### config.mk
export PLATFORM = sky130hd
export DESIGN_NAME = atmos_light_est
export DESIGN_NICKNAME = d
export VERILOG_FILES = /design/src/rtl/dehaze_pkg.sv /design/src/rtl/iir_ch.sv /design/src/rtl/atmos_light_est.sv
export SDC_FILE = /design/constraint.sdc
export NUM_CORES = 1
export LEC_CHECK = 0
export CORE_ASPECT_RATIO = 0.8
export CORE_MARGIN = 4
export CORE_UTILIZATION = 61
export DETAILED_ROUTE_END_ITERATION = 6
export GPL_TIMING_DRIVEN = 0
export PLACE_DENSITY = 0.88
export SLEW_MARGIN = 10
export SYNTH_ARGS = -nofsm -noshare
export SYNTH_HDL_FRONTEND = slang
export SYNTH_SLANG_ARGS = --single-unit
### constraint.sdc
create_clock -name clk -period 5.7 [get_ports clk]
set_clock_uncertainty 0.15 [all_clocks]
set_input_delay 1.425 -clock clk [delete_from_list [all_inputs] [get_ports clk]]
set_output_delay 1.425 -clock clk [all_outputs]
set_load 0.02 [all_outputs]
### src/rtl/dehaze_pkg.sv
// Shared definitions for the dehaze pipeline stages: default pixel width and
// the pixel-counter width helper used by the frame-level blocks.
package dehaze_pkg;

    localparam int DATA_WIDTH_DEF = 8;

    function automatic int pix_cnt_w(input int img_w, input int img_h);
        int n;
        n = img_w * img_h;
        return (n > 1) ? $clog2(n) : 1;
    endfunction

endpackage

### src/rtl/iir_ch.sv
// One colour channel of the atmospheric-light register: direct load on the
// first update after reset, first-order IIR smoothing afterwards.
module iir_ch #(
    parameter int DATA_WIDTH   = 8,
    parameter int SMOOTH_SHIFT = 2
) (
    input  logic                  clk,
    input  logic                  rst_n,
    input  logic                  update,
    input  logic                  init,
    input  logic [DATA_WIDTH-1:0] f,
    output logic [DATA_WIDTH-1:0] a
);

    logic [DATA_WIDTH-1:0]        a_q;
    logic [DATA_WIDTH-1:0]        a_d;
    logic signed [DATA_WIDTH:0]   diff;
    logic signed [DATA_WIDTH:0]   step;
    logic signed [DATA_WIDTH:0]   sum;

    // Arithmetic shift floors the step; the sum stays between old A and f.
    always_comb begin
        diff = $signed({1'b0, f}) - $signed({1'b0, a_q});
        step = diff >>> SMOOTH_SHIFT;
        sum  = $signed({1'b0, a_q}) + step;
        a_d  = a_q;
        if (update) begin
            if (!init || (SMOOTH_SHIFT == 0)) begin
                a_d = f;
            end else begin
                a_d = DATA_WIDTH'(sum);
            end
        end
    end

    always_ff @(posedge clk or negedge rst_n) begin
        if (!rst_n) begin
            a_q <= '0;
        end else begin
            a_q <= a_d;
        end
    end

    assign a = a_q;

endmodule

### src/rtl/atmos_light_est.sv
// Frame-level atmospheric-light estimator: tracks the brightest dark-channel
// pixel per frame and folds its RGB into a smoothed A at frame end.
module atmos_light_est
    import dehaze_pkg::*;
#(
    parameter int DATA_WIDTH   = DATA_WIDTH_DEF,
    parameter int IMG_WIDTH    = 320,
    parameter int IMG_HEIGHT   = 240,
    parameter int SMOOTH_SHIFT = 2
) (
    input  logic                  clk,
    input  logic                  rst_n,
    input  logic                  valid_in,
    input  logic                  sof_in,
    input  logic [DATA_WIDTH-1:0] dark_in,
    input  logic [DATA_WIDTH-1:0] r_in,
    input  logic [DATA_WIDTH-1:0] g_in,
    input  logic [DATA_WIDTH-1:0] b_in,
    output logic                  a_valid,
    output logic [DATA_WIDTH-1:0] a_r,
    output logic [DATA_WIDTH-1:0] a_g,
    output logic [DATA_WIDTH-1:0] a_b,
    output logic [DATA_WIDTH-1:0] a_dark
);

    localparam int               PIX_N    = IMG_WIDTH * IMG_HEIGHT;
    localparam int               CNT_W    = pix_cnt_w(IMG_WIDTH, IMG_HEIGHT);
    localparam logic [CNT_W-1:0] LAST_PIX = CNT_W'(PIX_N - 1);

    logic [CNT_W-1:0]      pix_cnt_q, pix_cnt_d;
    logic [CNT_W-1:0]      cur_idx;
    logic [DATA_WIDTH-1:0] max_dark_q, max_dark_d;
    logic [DATA_WIDTH-1:0] cap_r_q, cap_r_d;
    logic [DATA_WIDTH-1:0] cap_g_q, cap_g_d;
    logic [DATA_WIDTH-1:0] cap_b_q, cap_b_d;
    logic                  frame_done_q, frame_done_d;
    logic                  a_valid_q, a_valid_d;
    logic [DATA_WIDTH-1:0] a_dark_q, a_dark_d;
    logic                  init_q, init_d;
    logic                  load_px;

    // A sof pixel is always index 0 and can never close the frame it opens.
    always_comb begin
        pix_cnt_d    = pix_cnt_q;
        max_dark_d   = max_dark_q;
        cap_r_d      = cap_r_q;
        cap_g_d      = cap_g_q;
        cap_b_d      = cap_b_q;
        frame_done_d = 1'b0;
        cur_idx      = sof_in ? '0 : pix_cnt_q;
        load_px      = 1'b0;
        if (valid_in) begin
            load_px = (cur_idx == '0) || (dark_in > max_dark_q);
            if (load_px) begin
                max_dark_d = dark_in;
                cap_r_d    = r_in;
                cap_g_d    = g_in;
                cap_b_d    = b_in;
            end
            if (cur_idx == LAST_PIX) begin
                pix_cnt_d    = '0;
                frame_done_d = !sof_in;
            end else begin
                pix_cnt_d = cur_idx + CNT_W'(1);
            end
        end
    end

    // Second stage reads the tracker before a following pixel 0 overwrites it.
    always_comb begin
        a_valid_d = frame_done_q;
        a_dark_d  = a_dark_q;
        init_d    = init_q;
        if (frame_done_q) begin
            a_dark_d = max_dark_q;
            init_d   = 1'b1;
        end
    end

    always_ff @(posedge clk or negedge rst_n) begin
        if (!rst_n) begin
            pix_cnt_q    <= '0;
            max_dark_q   <= '0;
            cap_r_q      <= '0;
            cap_g_q      <= '0;
            cap_b_q      <= '0;
            frame_done_q <= 1'b0;
            a_valid_q    <= 1'b0;
            a_dark_q     <= '0;
            init_q       <= 1'b0;
        end else begin
            pix_cnt_q    <= pix_cnt_d;
            max_dark_q   <= max_dark_d;
            cap_r_q      <= cap_r_d;
            cap_g_q      <= cap_g_d;
            cap_b_q      <= cap_b_d;
            frame_done_q <= frame_done_d;
            a_valid_q    <= a_valid_d;
            a_dark_q     <= a_dark_d;
            init_q       <= init_d;
        end
    end

    iir_ch #(.DATA_WIDTH(DATA_WIDTH), .SMOOTH_SHIFT(SMOOTH_SHIFT)) u_iir_r (
        .clk(clk), .rst_n(rst_n), .update(frame_done_q), .init(init_q),
        .f(cap_r_q), .a(a_r)
    );

    iir_ch #(.DATA_WIDTH(DATA_WIDTH), .SMOOTH_SHIFT(SMOOTH_SHIFT)) u_iir_g (
        .clk(clk), .rst_n(rst_n), .update(frame_done_q), .init(init_q),
        .f(cap_g_q), .a(a_g)
    );

    iir_ch #(.DATA_WIDTH(DATA_WIDTH), .SMOOTH_SHIFT(SMOOTH_SHIFT)) u_iir_b (
        .clk(clk), .rst_n(rst_n), .update(frame_done_q), .init(init_q),
        .f(cap_b_q), .a(a_b)
    );

    assign a_valid = a_valid_q;
    assign a_dark  = a_dark_q;

endmodule

==> qor.csv, run 1 <==
metric,value,unit
largest cells by area after synthesis,"dfrtp_1, ha_1, mux2_2, xnor2_1, a21oi_1",
PD cells,308,nW/µm²
layout cell share with drive strength beyond 1,10.6,%
non-filler instance count after layout,763,
Rel. slew slack,48.2,%
Pre-antenna DRT Iters,5,
Yosys top cell area share,37.5,%
die footprint,10800,µm²
Compound-Gate Fraction of Synth Area,15.6,%
Buffers on Ports,68,
final HPWL from detailed placement,10400,µm
diode count,0,
Die Ht,93.7,µm
Synth area leader,dfrtp_1,
DRC viols,0,
fin crit period,4.10,ns
sw frac,33.6,%
worst skew pair latency,0.35,ns
"Async S/R FF share, synth",100,%
sequential power share,34.7,%
Hold Buf Count CTS,0,
initial core utilization,64.3,%
Vias per Instance,6.23,
Setup CP Type,in -> reg,
outcome,"complete, no violations",
warnings from Yosys,0,
Crit Path Max Fanout,10,
fill cell count,569,
setup tns final,0,ns
Worst VDD drop,0.243,mV
RSZ-0062 raised after global routing,false,
top_reg_cell synth,dfrtp_1,
Hold WS,0.256,ns
global-route usage over all layers,27.7,%
Bufs on Longest Clock Path,2,
XOR/XNOR share of the synthesized area,5.16,%
clk root buf,clkbuf_16,
Hold Path Class,reg -> reg,
H-Tree Level Count,3,
Clk pwr share,27.6,%
post-CTS setup buffers,0,
largest net degree at the start of global routing,55,
CP Capture Type,flop,
initial antenna violation count,0,
Post-Route WL,14100,µm
vias,4752,
NetSw,0.696,mW
Post-synth top cells,"dfrtp_1, ha_1, a21oi_1, mux2_2, inv_1",
FP Rows,30,
nets@finish,744,
worst endpoint required time,5.79,ns
main combinational cell family by area after synthesis,compound AO/OA/AOI/OAI gates,
clk slew on worst S/H paths,0.06,ns
total power draw,2.07,mW
DP Area,6450,µm²
footprint of the multi-input gates,3290,µm²
Post-synth EDFFs,0,
initial drt markers,346,
CP Data Arrival Time,4.19,ns
average size of a mapped cell,9.88,µm²
max-slew violation count,0,
register area share after synthesis,37.5,%
Fmax,244,MHz
first-pass GRT wire length,23300,µm
CP Launch Type,input port,
Final Hold Fails,0,
mux cell area share after synthesis,10.8,%
Sequential Area,2100,µm²
final worst path period share,71.9,%
area delta synth->final,20.1,%
post-synth cell types,52,
Post-Syn Area,5600,µm²
WL per Instance,18.5,µm
Synth Area in Simple Gates,13.1,%
Detail Route Antenna Nets,0,
# IOs,69,
CTS sink cnt,84,
placed cells,748,
# setup viols final,0,
Max-cap violations,0,
gr ovfl total,0,
post-CTS sizing,0,
clock buffer count from CTS,9,
core footprint,8710,µm²
Final Cell Area,6730,µm²
die width,115,µm
vias in the first global route,4880,
Pleak,2.95,nW
Synth Area in Adders,14.0,%
CTS tree,built,
Synthesized Nets,664,
RePlAce Congestion,0.958,
#FFs+latches synth,84,
synthesized netlist cell count,567,
Tightest Pin Transition,0.777,ns
Int Pwr,1.37,mW
"count leader, synth",dfrtp_1,
Comb power frac,37.7,%
-- power groups by stage --
stage               sequential [mW]  combinational, mW  clock, mW
finish                        0.719              0.780      0.572
global route                  0.728              0.867      0.604
CTS                           0.717              0.776      0.577
detailed placement            0.728              0.761          0
global placement              0.724              0.708          0
floorplan                     0.706              0.594          0
-- metal layers --
metal  vias up  global-route usage (%)  wire (µm)
li1       2189                       -          -
met1      2293                    33.5       5870
met2       219                    45.3       6760
met3        51                    7.66        994
met4         0                    13.8        509
met5         -                       0          0
-- registers in the layout (all words and copies together) (netlist names) --
name and cells:
a_valid 1, a_dark 8, a_valid_d 1, cap_r_q 8, cap_g_q 8, pix_cnt_q 17, init_q 1, u_iir_r.a 8
cap_b_q 8, u_iir_b.a 8, u_iir_g.a 8, max_dark_q 8
-- critical path, stage by stage --
cell,delay [ns]
clkdlybuf4s50_1,0.47
clkbuf_1,0.26
inv_1,0.25
nand2_1,0.12
inv_1,0.09
ha_1,0.20
and2_1,0.17
nand4_1,0.24
o211ai_1,0.31
buf_2,0.28
o21ai_0,0.12
a32o_1,0.22
-- logic make-up (layout without fill, tap and decap cells) --
logic type	count (synthesis)	count (layout)
simple gates	144	144
compound gates	135	135
flops	84	84
fa+ha+maj	61	61
mux	55	55
buf+inv	55	139
xor+xnor	33	33
-- stage by stage --
stage / setup WS, ns / utilization, %
finish: 1.60 / 77.3
CTS: 1.70 / 77.3
global placement: 0.0978 / 73.8
global route: 1.39 / 77.3
floorplan: 2.23 / -
detailed placement: 1.33 / 74.1
-- cell type report --
cell class / count / area share, %
Buffer: 16 / 0.985
Sequential cell: 84 / 31.2
Clock buffer: 10 / 3.40
Clock inverter: 5 / 0.799
Inverter: 39 / 2.17
Timing Repair Buffer: 69 / 10.5
Multi-Input combinational cell: 428 / 48.8
Tap cell: 112 / 2.08
-- placed cells by master, fill, tap and decap left out, drive strengths merged, types with 9 or more instances in the layout --
cell           netlist  routed
ha                  58      58
nor2                33      33
nand3               10      10
dfrtp               84      84
nand2               38      38
xnor2               27      27
a21oi               42      42
nor2b               10      10
a31oi                9       9
mux2                43      43
buf                  7       9
clkdlybuf4s50        0      67
clkbuf               9      19
inv                 39      39
o21ai               39      39
mux2i               12      12
-- path summary, 6_finish.rpt --
path / depth (start not counted) / slack, ns / from / to
min in group asynchronous: 1 / 0.86 / rst_n / u_iir_r.a[3]$_DFFE_PN0P_
max: 12 / 1.60 / sof_in / pix_cnt_q[12]$_DFFE_PN0P_
min reg2reg: 0 / 0.26 / a_valid_d$_DFF_PN0_ / a_valid$_DFF_PN0_
min: 0 / 0.26 / a_valid_d$_DFF_PN0_ / a_valid$_DFF_PN0_
max reg2reg: 13 / 1.92 / u_iir_g.a[2]$_DFFE_PN0P_ / u_iir_g.a[7]$_DFFE_PN0P_
max in group asynchronous: 2 / 3.93 / rst_n / a_dark[2]$_DFFE_PN0P_
No activity file was read; power rests on OpenSTA's default activity.
==> run 2, diff against run 1 <==
- CORE_UTILIZATION: 61 -> 51
- PLACE_DENSITY: 0.88 -> 0.79
- clock period: 5.7 -> 3.5 ns (I/O delays scaled with it)
==> run 2 against run 1 <==
Utilization decreased by 9.5 points. First-iteration DRC count is 17% higher. Largest power group unchanged. Register-to-register slack got worse by 1.8 ns.
==> qor.csv, run 2 (synthesis results as in run 1) <==
metric,value,unit,change
first-pass GRT wire length,23000,µm,-1.5%
Sequential Area,2110,µm²,+0.24%
reg-to-reg endpoint,u_iir_g.a[7]$_DFFE_PN0P_,,
worst reg2reg path depth,12,,-1
slowest CP cell,a2111o_1,,
final HPWL from detailed placement,10400,µm,-0.63%
Top Usage Layer GRT,met2,,
global-route usage over all layers,22.6,%,-5.1 points
crit path cell chain,inv_2 -> ha_4 -> a2111o_1 -> a31oi_4 -> inv_1 -> a21oi_2 -> xnor2_1 -> ha_1 -> o21a_1 -> o41ai_2 -> xor2_1 -> mux2_1,,
Final Hold Fails,0,,unchanged
max reg flops,17,,unchanged
Clk pwr share,25.7,%,-1.9 points
NetSw,1.23,mW,+77%
fill cell count,792,,+39%
WL per Instance,18.1,µm,-2.3%
CP top delay family,compound AO/OA/AOI/OAI gates,,
gr ovfl total,0,,unchanged
Pleak,3.07,nW,+4.1%
Int Pwr,2.32,mW,+69%
vias in the first global route,4734,,-3.0%
initial drt markers,404,,+17%
initial antenna violation count,0,,unchanged
clk root buf,clkbuf_16,,
Buffers on Ports,68,,unchanged
die footprint,12700,µm²,+18%
most frequent cells in the layout,"dfrtp_1, clkdlybuf4s50_1, ha_1",,
final worst path period share,97.3,%,
Hold Path Class,reg -> reg,,
met1 Use GR,29.0,%,-4.5 points
H-Tree Level Count,3,,unchanged
Hold Startpoint,a_valid_d$_DFF_PN0_,,
worst endpoint required time,3.57,ns,-2.22 ns
CP Data Arrival Time,3.48,ns,-0.71 ns
max-slew violation count,0,,unchanged
sequential power share,33.0,%,-1.7 points
die width,125,µm,+8.7%
Vias per Instance,5.96,,-4.3%
initial core utilization,53.4,%,-11 points
flop2flop setup slack,0.09,ns,-1.83 ns
DRC viols,0,,unchanged
CTS sink cnt,84,,unchanged
FP Rows,33,,+10%
DP Area,6480,µm²,+0.54%
Pre-antenna DRT Iters,6,,+1
sw frac,34.6,%,+1.0 points
Comb power frac,41.2,%,+3.5 points
clock buffer count from CTS,9,,unchanged
Tightest Pin Transition,0.838,ns,+0.0608 ns
Fmax,294,MHz,
fin crit period,3.41,ns,
Worst Hold End,a_valid$_DFF_PN0_,,
diode count,0,,unchanged
Bufs on Longest Clock Path,2,,unchanged
Buf/Inv on CP,2,,-3
largest net degree at the start of global routing,45,,-18%
footprint of the multi-input gates,3510,µm²,+6.7%
met2 Track Usage GR,37.3,%,-8.0 points
worst skew pair latency,0.34,ns,about the same
CTS tree,built,,
placed cells,776,,+3.7%
non-filler instance count after layout,808,,+5.9%
Detail Route Antenna Nets,0,,unchanged
Final Cell Area,7110,µm²,+5.7%
largest register by flop count,pix_cnt_q,,
PD cells,500,nW/µm²,+62%
RePlAce Congestion,0.967,,+0.95%
core footprint,10500,µm²,+20%
Post-Route WL,14600,µm,+3.4%
Die Ht,102,µm,+8.6%
# setup viols final,0,,unchanged
CP max stage delay,0.50,ns,+0.03 ns
clk slew on worst S/H paths,0.06,ns,about the same
Worst VDD drop,0.323,mV,+33%
Hold Path Depth,0,,unchanged
Rel. slew slack,44.1,%,-4.1 points
nets@finish,760,,+2.2%
area delta synth->final,27.0,%,
layout cell share with drive strength beyond 1,17.8,%,+7.2 points
CP Launch Type,flop,,
Max-cap violations,0,,unchanged
reg2reg start,u_iir_g.a[1]$_DFFE_PN0P_,,
# IOs,69,,unchanged
outcome,"complete, no violations",,
setup tns final,0,ns,unchanged
Post-Route Utilization,67.8,%,-9.5 points
vias,4815,,+1.3%
CP Capture Type,flop,,
Crit Path Max Fanout,4,,-6
"most common cell after layout, fill and taps aside",dfrtp_1,,
met3 Use GR,6.01,%,-1.7 points
Setup CP Type,reg -> reg,,
## run 2: cell types whose count changed in the layout (fill, tap and decap cells not counted), sizes merged
cell      delta
clkinvlp     +1
clkinv       -2
clkbuf       +4
bufinv       -1
buf         +15
## run 2: repair_timing
item,CTS,global route
resized for setup,10,40
hold buffers,0,0
cloned,0,0
endpoints found under the setup margin,3,48
buffers inserted,1,15
pin swaps,1,25
## run 2: per-layer routing
layer	part of all wire, %	vias up
met5	0	-
met4	2.4	0
met3	6.8	36
met1	44	2348
met2	47	202
li1	-	2229
## run 2: worst max path at each step
stage                               end  cells after the start                startpoint
2_1_floorplan  u_iir_r.a[7]$_DFFE_PN0P_                     13  u_iir_r.a[1]$_DFFE_PN0P_
3_3_place_gp     cap_g_q[4]$_DFFE_PN0P_                      1                     rst_n
3_5_place_dp   pix_cnt_q[9]$_DFFE_PN0P_                     12                    sof_in
4_1_cts        u_iir_g.a[7]$_DFFE_PN0P_                     14  u_iir_g.a[2]$_DFFE_PN0P_
5_1_grt        u_iir_b.a[7]$_DFFE_PN0P_                     12  u_iir_b.a[2]$_DFFE_PN0P_
6_report       u_iir_g.a[7]$_DFFE_PN0P_                     12  u_iir_g.a[1]$_DFFE_PN0P_
## run 2: final cells by class
class                   instances  share of cell area [%]
well taps                     140                    2.46
flip-flops and latches         84                    29.6
inverters                      39                    2.06
plain buffers                  16                   0.985
clock buffers                  13                    3.66
multi-input cells             428                    49.3
clock inverters                 3                   0.299
repair buffers                 85                    11.6
## run 2: stage by stage
stage | setup WS [ns] | hold slack, ns | power (mW)
finish | 0.0942 | 0.263 | 3.55
CTS | 0.0140 | 0.270 | 3.39
floorplan | 0.0335 | 0.215 | 2.12
global route | -0.106 | 0.291 | 3.77
detailed placement | -0.314 | 0.251 | 2.43
global placement | -1.62 | 0.238 | 2.34
## run 2: power by group through the flow
stage	Clock [mW]	Sequential (mW)	Combinational, mW
2_1_floorplan	0	1.15	0.968
3_3_place_gp	0	1.18	1.16
3_5_place_dp	0	1.19	1.24
4_1_cts	0.927	1.17	1.29
5_1_grt	0.969	1.19	1.61
6_report	0.914	1.17	1.47
## run 2: worst reg2reg max path, delay by kind of cell, from the launching register on
kind	cells	cell delay [ns]
buffers and inverters	2	0.15
adder cells (fa/ha/maj)	2	0.55
flip-flops	1	0.43
XOR/XNOR	2	0.33
AO/OA/AOI/OAI	5	1.34
multiplexers	1	0.34
==> run 3, diff against run 2 <==
- CELL_PAD_IN_SITES_DETAIL_PLACEMENT: not set -> 1
- CELL_PAD_IN_SITES_GLOBAL_PLACEMENT: not set -> 1
- CORE_UTILIZATION: 51 -> 40
- PLACE_DENSITY: 0.79 -> 0.8
==> run 3 against run 2 <==
Clock power down 2.3%. Via count down 0.77%. Count of clock-buffer cells in the layout down 3. Final area up 1.2%. Worst hold slack worse by 0.0097 ns. Combinational power up 8%. Sequential share of layout area down 0.36 points. Worst setup slack worse by 0.090 ns. Wire length up 18%. Utilization down 15 points. Critical path type unchanged. Critical endpoint is now u_iir_b.a[7]$_DFFE_PN0P_. Largest cell class unchanged.
==> qor.csv, run 3 (synthesis results as in run 1) <==
metric,value,unit,change
PD cells,508,nW/µm²,+1.7%
CTS sink cnt,84,,unchanged
Worst VDD drop,0.418,mV,+29%
# setup viols final,0,,unchanged
final HPWL from detailed placement,11700,µm,+13%
worst endpoint required time,3.59,ns,+0.02 ns
clk slew on worst S/H paths,0.07,ns,about the same
FP Rows,38,,+15%
Rel. slew slack,44.9,%,+0.79 points
core footprint,13600,µm²,+30%
CTS tree,built,,
# IOs,69,,unchanged
Pleak,3.10,nW,+0.82%
Hold Path Class,reg -> reg,,
die width,140,µm,+12%
final worst path period share,99.9,%,+2.6 points
Final Hold Fails,0,,unchanged
gr ovfl total,0,,unchanged
vias in the first global route,5188,,+9.6%
max-slew violation count,0,,unchanged
Hold Buf Count CTS,0,,unchanged
Pre-antenna DRT Iters,4,,-2
first-pass GRT wire length,26800,µm,+16%
placed cells,816,,+5.2%
largest net degree at the start of global routing,49,,+8.9%
non-filler instance count after layout,853,,+5.6%
CP Capture Type,flop,,
Tightest Pin Transition,0.826,ns,-0.0119 ns
fill cell count,1497,,+89%
DP Area,6530,µm²,+0.77%
fin crit period,3.50,ns,+0.0900 ns
Crit Path Max Fanout,3,,-1
initial antenna violation count,0,,unchanged
largest register by flop count,pix_cnt_q,,
area delta synth->final,28.5,%,
H-Tree Level Count,3,,unchanged
setup tns final,0,ns,unchanged
vias,4778,,-0.77%
Critical Path Source,cap_b_q[1]$_DFFE_PN0P_,,
Detail Route Antenna Nets,0,,unchanged
worst skew pair latency,0.36,ns,+0.02 ns
Bufs on Longest Clock Path,2,,unchanged
Vias per Instance,5.60,,-6.0%
Setup CP Type,reg -> reg,,
reg2reg start,cap_b_q[1]$_DFFE_PN0P_,,
Max-cap violations,0,,unchanged
Post-Route Utilization,52.8,%,-15 points
Final Cell Area,7200,µm²,+1.2%
clock buffer count from CTS,9,,unchanged
diode count,0,,unchanged
Buffers on Ports,68,,unchanged
nets@finish,767,,+0.92%
Hold WS,0.254,ns,-0.00965 ns
initial core utilization,41.1,%,-12 points
Post-Route WL,17300,µm,+18%
RePlAce Congestion,0.875,,-9.6%
initial drt markers,180,,-55%
clk root buf,clkbuf_16,,
Hold Startpoint,a_valid_d$_DFF_PN0_,,
"most common cell after layout, fill and taps aside",dfrtp_1,,
DRC viols,0,,unchanged
WL per Instance,20.3,µm,+12%
die footprint,16000,µm²,+25%
global-route usage over all layers,21.0,%,-1.6 points
most frequent cells in the layout,"dfrtp_1, clkdlybuf4s50_1, ha_1",,
Die Ht,114,µm,+12%
max reg flops,17,,unchanged
CP Launch Type,flop,,
Fmax,286,MHz,-2.6%
layout cell share with drive strength beyond 1,18.9,%,+1.1 points
outcome,"complete, no violations",,
CP Data Arrival Time,3.59,ns,+0.11 ns
-- run 3: changes by cell type in the layout (fill, tap and decap cells not counted), moves of 2 or more --
| cell | delta |
|---|---|
| a21boi_2 | +2 |
| o21ai_1 | +2 |
| clkbuf_1 | -2 |
| ha_4 | -2 |
| buf_4 | +8 |
| ha_1 | +3 |
| o21ai_0 | -2 |
| clkinvlp_4 | +2 |
-- run 3: path summary, 6_finish.rpt --
path | endpoint | slack [ns] | depth (start not counted)
min in group asynchronous | u_iir_b.a[3]$_DFFE_PN0P_ | 0.34 | 1
max in group asynchronous | u_iir_r.a[1]$_DFFE_PN0P_ | 2.22 | 2
hold / removal | a_valid$_DFF_PN0_ | 0.25 | 0
hold reg to reg | a_valid$_DFF_PN0_ | 0.25 | 0
setup / recovery | u_iir_b.a[7]$_DFFE_PN0P_ | 0.004 | 11
setup reg to reg | u_iir_b.a[7]$_DFFE_PN0P_ | 0.004 | 11
-- run 3: final cells by class --
type | count | area [µm²] | share of cell area (%)
sequential | 84 | 2110 | 29.3
inverter | 39 | 146 | 2.03
clock inverter | 4 | 27.5 | 0.382
clock buffer | 10 | 239 | 3.32
tap | 180 | 225 | 3.13
multi-input combinational | 428 | 3510 | 48.7
timing repair buffer | 92 | 878 | 12.2
buffer | 16 | 70.1 | 0.973
-- run 3: power by group --
group / internal (mW) / total (mW) / switching (mW) / leakage, nW
Clock: 0.491 / 0.893 / 0.403 / 0.122
Combinational: 0.777 / 1.59 / 0.817 / 1.89
Sequential: 1.08 / 1.17 / 0.0943 / 1.09
-- run 3: routing by layer --
metal	global-route usage (%)	vias to the layer above	wire length [µm]
met5	0	-	0
met4	5.42	0	368
met3	4.78	30	699
met2	36.9	95	8800
met1	26.2	2420	7430
li1	-	2233	-
-- run 3: stage by stage --
stage	setup WS, ns	power (mW)
2_1_floorplan	0.0335	2.12
3_3_place_gp	-1.74	2.35
3_5_place_dp	-0.410	2.45
4_1_cts	0.0331	3.40
5_1_grt	-0.0978	3.88
6_report	0.00426	3.66
-- run 3: what timing repair did --
action,in CTS,in global routing
endpoints found under the setup margin,6,12
pin swaps,1,35
gates resized for setup,14,43
setup buffers,5,18
-- run 3: worst max-delay path, stage by stage, from the launching register on --
cell and delay, ns:
dfrtp_1 0.40, ha_1 0.32, a2111o_1 0.48, and2_4 0.19, xor2_4 0.23, ha_4 0.26, a21oi_4 0.15, a21boi_2 0.08
o21a_1 0.25, o41ai_2 0.32, xor2_1 0.23, mux2_4 0.32
